**src/rtl/window_gen.sv**
```systemverilog
// ---------------------------------------------------------------------------
// window_gen
//
// Builds a 3x3 sliding pixel window for three image channels, which are
// processed in lockstep. Pixels arrive in raster order. Each channel keeps
// two line buffers (previous row and the row before it) and a 3x3 register
// window. A window is emitted only when it lies entirely inside the frame,
// so there is no edge padding. A frame yields (WIDTH-2)*(HEIGHT-2) windows.
//
// Parameters
//   WIDTH   image width in pixels (3..256)
//   HEIGHT  image height in rows  (3..256)
//
// Ports
//   i_clk                  clock; all state updates on the rising edge
//   i_rstn                 synchronous active-low reset
//   i_start                frame start request, sampled only in IDLE
//   i_valid                pixel strobe; a pixel is accepted per cycle in RUN
//   i_data0..2     [9:0]   channel 0/1/2 pixel, unsigned
//   o_busData0..2  [89:0]  3x3 window; element k=r*3+c sits at [10k+9:10k],
//                          r=0 is the top (oldest) row, c=0 the left column
//   o_valid                one-cycle strobe: a new window is on o_busData0..2
//   o_busy                 high while a frame is in progress (RUN or DONE)
//   o_done                 one-cycle pulse after the last pixel of the frame
// ---------------------------------------------------------------------------
module window_gen #(
  parameter int WIDTH  = 8,
  parameter int HEIGHT = 8
) (
  input  logic        i_clk,
  input  logic        i_rstn,
  input  logic        i_start,
  input  logic        i_valid,
  input  logic [9:0]  i_data0,
  input  logic [9:0]  i_data1,
  input  logic [9:0]  i_data2,
  output logic [89:0] o_busData0,
  output logic [89:0] o_busData1,
  output logic [89:0] o_busData2,
  output logic        o_valid,
  output logic        o_busy,
  output logic        o_done
);

  localparam int CW = $clog2(WIDTH);
  localparam int RW = $clog2(HEIGHT);
  localparam int NCH = 3;

  typedef enum logic [1:0] {
    S_IDLE = 2'd0,
    S_RUN  = 2'd1,
    S_DONE = 2'd2
  } state_t;

  state_t state, state_nxt;

  logic [CW-1:0] col;
  logic [RW-1:0] row;

  logic accept;
  logic last_px;
  logic emit;

  logic [9:0]  pix      [NCH];
  logic [9:0]  lb1      [NCH][WIDTH];  // row-1 at each column
  logic [9:0]  lb2      [NCH][WIDTH];  // row-2 at each column
  logic [9:0]  win      [NCH][3][3];   // [channel][row][column]
  logic [9:0]  win_nxt  [NCH][3][3];
  logic [89:0] bus_nxt  [NCH];
  logic [89:0] bus_q    [NCH];

  assign pix[0] = i_data0;
  assign pix[1] = i_data1;
  assign pix[2] = i_data2;

  assign accept  = (state == S_RUN) && i_valid;
  assign last_px = accept && (row == RW'(HEIGHT - 1)) && (col == CW'(WIDTH - 1));
  // Only windows fully inside the frame are emitted.
  assign emit    = accept && (row >= RW'(2)) && (col >= CW'(2));

  // -------------------------------------------------------------------------
  // FSM: state register
  // -------------------------------------------------------------------------
  // NOTE: sequential state uses non-blocking (<=) so every flop samples the
  // pre-edge values regardless of block ordering.
  always_ff @(posedge i_clk) begin
    if (!i_rstn) begin
      state <= S_IDLE;
    end else begin
      state <= state_nxt;
    end
  end

  // FSM: next-state logic
  // NOTE: every combinational output gets a default first so no latch is inferred.
  always_comb begin
    state_nxt = state;
    unique case (state)
      S_IDLE:  if (i_start) state_nxt = S_RUN;
      S_RUN:   if (last_px) state_nxt = S_DONE;
      S_DONE:  state_nxt = S_IDLE;
      default: state_nxt = S_IDLE;
    endcase
  end

  // FSM: outputs decoded from the registered state
  always_comb begin
    o_busy = (state != S_IDLE);
    o_done = (state == S_DONE);
  end

  // -------------------------------------------------------------------------
  // Raster position counters
  // -------------------------------------------------------------------------
  always_ff @(posedge i_clk) begin
    if (!i_rstn) begin
      col <= '0;
      row <= '0;
    end else if ((state == S_IDLE) && i_start) begin
      col <= '0;
      row <= '0;
    end else if (accept) begin
      if (col == CW'(WIDTH - 1)) begin
        col <= '0;
        row <= row + RW'(1);
      end else begin
        col <= col + CW'(1);
      end
    end
  end

  // -------------------------------------------------------------------------
  // Next window: shift one column left, new right column is
  // {row-2, row-1, incoming pixel} read at the current column.
  // -------------------------------------------------------------------------
  always_comb begin
    for (int ch = 0; ch < NCH; ch++) begin
      for (int r = 0; r < 3; r++) begin
        win_nxt[ch][r][0] = win[ch][r][1];
        win_nxt[ch][r][1] = win[ch][r][2];
      end
      win_nxt[ch][0][2] = lb2[ch][col];
      win_nxt[ch][1][2] = lb1[ch][col];
      win_nxt[ch][2][2] = pix[ch];
    end
  end

  always_comb begin
    for (int ch = 0; ch < NCH; ch++) begin
      bus_nxt[ch] = '0;
      for (int k = 0; k < 9; k++) begin
        bus_nxt[ch][10*k +: 10] = win_nxt[ch][k / 3][k % 3];
      end
    end
  end

  // -------------------------------------------------------------------------
  // Line buffers and window registers. Read and write share the current
  // column address: the old row-1 value moves down to row-2 and the incoming
  // pixel becomes the new row-1 entry.
  // -------------------------------------------------------------------------
  // NOTE: storage arrays carry no reset; stale contents are never emitted
  // because a window needs two full rows plus three pixels of the new frame.
  always_ff @(posedge i_clk) begin
    if (accept) begin
      for (int ch = 0; ch < NCH; ch++) begin
        lb2[ch][col] <= lb1[ch][col];
        lb1[ch][col] <= pix[ch];
        for (int r = 0; r < 3; r++) begin
          for (int c = 0; c < 3; c++) begin
            win[ch][r][c] <= win_nxt[ch][r][c];
          end
        end
      end
    end
  end

  // -------------------------------------------------------------------------
  // Registered outputs: the window appears the cycle after its accept and
  // holds until the next emitted window.
  // -------------------------------------------------------------------------
  always_ff @(posedge i_clk) begin
    if (!i_rstn) begin
      o_valid <= 1'b0;
      for (int ch = 0; ch < NCH; ch++) begin
        bus_q[ch] <= '0;
      end
    end else begin
      o_valid <= emit;
      if (emit) begin
        for (int ch = 0; ch < NCH; ch++) begin
          bus_q[ch] <= bus_nxt[ch];
        end
      end
    end
  end

  assign o_busData0 = bus_q[0];
  assign o_busData1 = bus_q[1];
  assign o_busData2 = bus_q[2];

endmodule

```
**config.mk**
```make
export PLATFORM = sky130hd
export DESIGN_NAME = window_gen
export DESIGN_NICKNAME = d
export VERILOG_FILES = /design/src/rtl/window_gen.sv
export SDC_FILE = /design/constraint.sdc
export NUM_CORES = 1
export LEC_CHECK = 0
export ABC_AREA = 1
export CAP_MARGIN = 20
export CORE_ASPECT_RATIO = 0.5
export CORE_MARGIN = 3
export CORE_UTILIZATION = 51
export CTS_CLUSTER_DIAMETER = 100
export DETAILED_ROUTE_END_ITERATION = 8
export PLACE_DENSITY = 0.71
export REMOVE_ABC_BUFFERS = 1
export SYNTH_ARGS = -nofsm -noshare
export SYNTH_HDL_FRONTEND = slang
export SYNTH_SLANG_ARGS = --single-unit
```
**constraint.sdc**
```tcl
create_clock -name i_clk -period 15.1 [get_ports i_clk]
set_clock_uncertainty 0.2 [all_clocks]
set_input_delay 2.265 -clock i_clk [delete_from_list [all_inputs] [get_ports i_clk]]
set_output_delay 2.265 -clock i_clk [all_outputs]
set_load 0.05 [all_outputs]
```
# Word level (Yosys, flattened, before mapping)
# Memory sizes are Yosys's and may differ from the RTL's.
# Index checks and enable logic that the tools add are counted.
[classes] n_addsub=2 magnitude_cmp=4 eq_ne=6 muxes=34 n_bitwise=5 reduce_logical=12
[ops] op="two-way mux 90 bit" n=3
[ops] op="binary-select mux 10 bit (select 3 bit)" n=6
[ops] op="two-way mux 10 bit" n=13
[ops] op="two-way mux 80 bit" n=1
[ops] op="demux 10 bit (select 3 bit)" n=1
[ops] op="logical AND 1 bit" n=7
[ops] op="adder 3 x 1 -> 3 bit, second input constant" n=2
[ops] op="== test 3 bit, second input constant" n=2
[ops] op=">= comparator 3 x 2 -> 1 bit, second input constant" n=2
[ops] op="two-way mux 1 bit" n=6
[ops] op=">= comparator 4 bit, second input constant" n=1
[ops] op="less-than comparator 4 x 1 -> 1 bit, second input constant" n=1
[ops] op="two-way mux 2 bit" n=2
[ops] op="!= test 2 bit, second input constant" n=2
[ops] op="inverter 3 -> 4 bit" n=1
[ops] op="case mux 2 bit (2 select lines)" n=1
[ops] op="AND reduction 2 bit" n=2
[ops] op="two-way mux 3 bit" n=1
[ops] op="bitwise OR 1 bit" n=3
[ops] op="== test 2 x 1 -> 1 bit, second input constant" n=1
[ops] op="== test 2 bit, second input constant" n=1
[ops] op="logical NOT 2 bit" n=1
[ops] op="nonzero test 2 bit" n=1
[ops] op="OR reduction 2 bit" n=1
[ops] op="inverter 1 bit" n=1
[totals] ff_bits=9 ram_bits=1020 memories=4
[mem_list] name="bus_q" depth=3 width=90 rd=3 rd_ports_with_merged_regs=0 write_ports=3 line_no="70" rtl="logic [89:0] bus_q [NCH];"
[mem_list] name="win" depth=3 width=90 rd=3 rd_ports_with_merged_regs=0 write_ports=3 line_no="67" rtl="logic [9:0] win [NCH][3][3];"
[mem_list] name="lb1" depth=3 width=80 rd=3 rd_ports_with_merged_regs=0 write_ports=3 line_no="65" rtl="logic [9:0] lb1 [NCH][WIDTH];"
[mem_list] name="lb2" depth=3 width=80 rd=3 rd_ports_with_merged_regs=0 write_ports=3 line_no="66" rtl="logic [9:0] lb2 [NCH][WIDTH];"

# Longest topological paths before layout
[logic_depth] depth_word=8 depth_mapped=11 depth_no_buf=7

# Least setup slack after synthesis
# OpenSTA, ideal clock, no wires.
[synth_path] path_type="input to register" start="input i_valid" end="memory bus_q[0][0], enable pin" setup_ps=2049 arrival_time_ps=7925 slack_ps=4926 path_stages=4 path_buffers=0 cell_sequence="nand3_2 clkinv_4 nand3_1 nand2_1"
[synth_lines] element="from (decl)" line_no="33" rtl="input logic i_valid,"
[synth_lines] element="to (decl)" line_no="70"

==> flow_metrics.env <==
export IMPL_layout_cells_non_filler=4166
export IMPL_diodes=0
export IMPL_dp_cells=4015
export IMPL_antenna_found_initial=0
export IMPL_grt_pass1_vias=20600
export IMPL_synth_top_cell_area_share_pct=74.5
export IMPL_total_power_w=0.00532
export IMPL_io_pins=307
export IMPL_hold_ws_ns=0.242
export IMPL_leakage_nw=16.7
export IMPL_slew_headroom_pct=25.7
export IMPL_clk_pin_slew_ns=0.07
export IMPL_cts_post_setup_buffers_inserted=0
export IMPL_r2r_slack_ns=10.23
export IMPL_slew_viol_final=0
export IMPL_grt_max_degree=140
export IMPL_dieHeight_um=198
export IMPL_min_path_cells=0
export IMPL_cts_num_sinks=939
export IMPL_antenna_left=0
export IMPL_fp_dieW_um=389
export IMPL_tritoncts="built"
export IMPL_worstPathArrival_ns=6.49
export IMPL_fill_cells=5313
export IMPL_fin_nets=3180
export IMPL_critPathTopFamily="buffers and inverters"
export IMPL_layout_common_cells="nand2_1, edfxtp_1, clkdlybuf4s50_1"
export IMPL_cts_buffers=81
export IMPL_ys_top_cells_by_area="edfxtp_1, nand2_1, nor2_4, inv_1, buf_12"
export IMPL_ctsHtreeMaxLevel=3
export IMPL_seq_area_frac_synth_pct=75.0
export IMPL_status="finished clean"
export IMPL_synth_avg_cell_area_um2=13.2
export IMPL_vias=20800
export IMPL_period_needed_ns=6.43
export IMPL_clk_latency_ns=0.65
export IMPL_p_per_area_nw_per_um2=122
export IMPL_worstRegToRegCells=8
export IMPL_drc=0
export IMPL_timing_critical_path_buf_inv=4
export IMPL_dr_first_iter_drc_count=1921
export IMPL_setup_viol=0
export IMPL_pre_cts_slack_ns=7.89
export IMPL_worstPathRequired_ns=15.16
export IMPL_worst_pin_slew_ns=1.11
export IMPL_grt_pass1_wl_um=117000
export IMPL_synth_top_cell_by_area="edfxtp_1"
export IMPL_wl_per_cell_um=18.1
export IMPL_cts_resized=0
export IMPL_drt_pass1_iterations=5
export IMPL_drv_cap=0
export IMPL_min_period_over_period_pct=42.6
export IMPL_syn2layout_area_growth_pct=16.4
export IMPL_clk_path_buf_depth=3
export IMPL_rsz0062_at_grt="no"
export IMPL_start_util_pct=52.2
export IMPL_layout_commonest_cell="nand2_1"
export IMPL_synth_area_um2=37500
export IMPL_hp_class="flop to flop"
export IMPL_rows=69
export IMPL_ir_drop_uv=74.9
export IMPL_cp_slowest_stage_delay_ns=0.89
export IMPL_yosys_register_bits=939
export IMPL_fin_util_pct=60.7
export IMPL_avgViaCountPerCell=4.99
export IMPL_fmax_mhz=155
export IMPL_die_area_um2=77000
export IMPL_worstPathCellList="clkdlybuf4s50_1 > nand3_2 > inv_8 > nand3_1 > nand2_4 > buf_4 > buf_12"
export IMPL_crit_fanout=139
export IMPL_syn_inst=2848
export IMPL_hold_violations=0
export IMPL_critPathLaunchType="input port"
export IMPL_port_buffers=306
export IMPL_dp_hpwl_um=41100
export IMPL_clockRootBuffer="clkbuf_16"
export IMPL_yosysWarningCount=0
export IMPL_synth_cell_types=29
export IMPL_core_um2=71800
export IMPL_worst_slack_ns=8.67
export IMPL_gp_congestion=0.734
export IMPL_grt_overflow_total=0
export IMPL_path_class="input port to flop"
export IMPL_cp_depth=7
export IMPL_drive_above_1_share_pct=11.3
export IMPL_track_usage_pct=19.6
export IMPL_cp_slowest_cell="buf_4"
export IMPL_postCtsHoldBufs=0
export IMPL_worstSetupEndpointType="flop"
export IMPL_routed_wirelength_um=75400
-- Yosys cell counts --
master,count
nand2_1,1223
edfxtp_1,930
inv_1,218
nor2_4,190
buf_2,69
a21oi_1,66
nor2_1,33
buf_12,21
nand3_1,15
buf_6,13
buf_1,11
nand4_1,11
clkbuf_1,10
dfxtp_1,9
ha_1,5
nor4_1,5
buf_4,3
inv_2,3
nor3_1,3
a211oi_1,1
a31o_2,1
clkinv_4,1
nand3_2,1
nand3b_1,1
nand4_2,1
nor2_2,1
nor3b_1,1
o21a_1,1
or2_2,1
-- area by class of cell --
class	instances	area (um^2)	share of cell area (%)
clock buffer	95	2100	4.82
inverter	222	848	1.94
tap	958	1200	2.75
multi-input combinational	1560	7580	17.4
sequential	939	28100	64.5
clock inverter	55	443	1.02
timing repair buffer	337	3330	7.64
-- per-stage QoR --
stage / area, um^2 / TNS, ns
after floorplan: 36500 / -677.83
after global placement: 41100 / 0
after detailed placement: 41100 / 0
after CTS: 43600 / 0
after global routing: 43600 / 0
final: 43600 / 0
-- state kept, by name (all words and copies together), names as in the netlist --
register,flops
state,2
win,180
lb1,240
lb2,240
col,3
row,3
o_valid,1
bus_q,270
-- path summary, 6_finish.rpt --
check,startpoint,end
worst min register to register,win[0][31],win[0][41]
worst max register to register,col[0],bus_q[0][30]
worst max-delay path,i_valid,bus_q[0][30]
worst min-delay path,win[0][31],win[0][41]
-- cell families (layout without fill, tap and decap cells) --
group | count (synthesis) | after routing | share of synthesized area (%)
DFF | 939 | 939 | 75.0
buffers and inverters | 349 | 709 | 4.94
adders and majority gates | 5 | 5 | 0.167
and+or+nand+nor | 1486 | 1486 | 18.9
AOI/OAI and AO/OA | 69 | 69 | 0.945
-- worst register-to-register path, cell delays in order (launching register included) --
cell and delay [ns]:
dfxtp_4 0.57, inv_6 0.64, ha_1 0.25, inv_1 0.04, nand2_1 0.13, nand3_1 0.15, nand2_4 0.72, buf_4 0.93
buf_12 0.69
-- layer usage --
layer | global-route usage (%) | vias to the layer above | routed length, um
li1 | - | 9964 | -
met1 | 26.2 | 10100 | 31200
met2 | 34.1 | 575 | 38600
met3 | 3.02 | 118 | 4110
met4 | 5.10 | 0 | 1450
met5 | 0 | - | 0
-- where the power goes --
group	switching [W]	total [W]	internal [W]
Sequential	0.0000230	0.00296	0.00294
Combinational	0.000261	0.000343	0.0000823
Clock	0.000926	0.00202	0.00109
Total	0.00121	0.00532	0.00411
(Power assumes the default switching activity.)
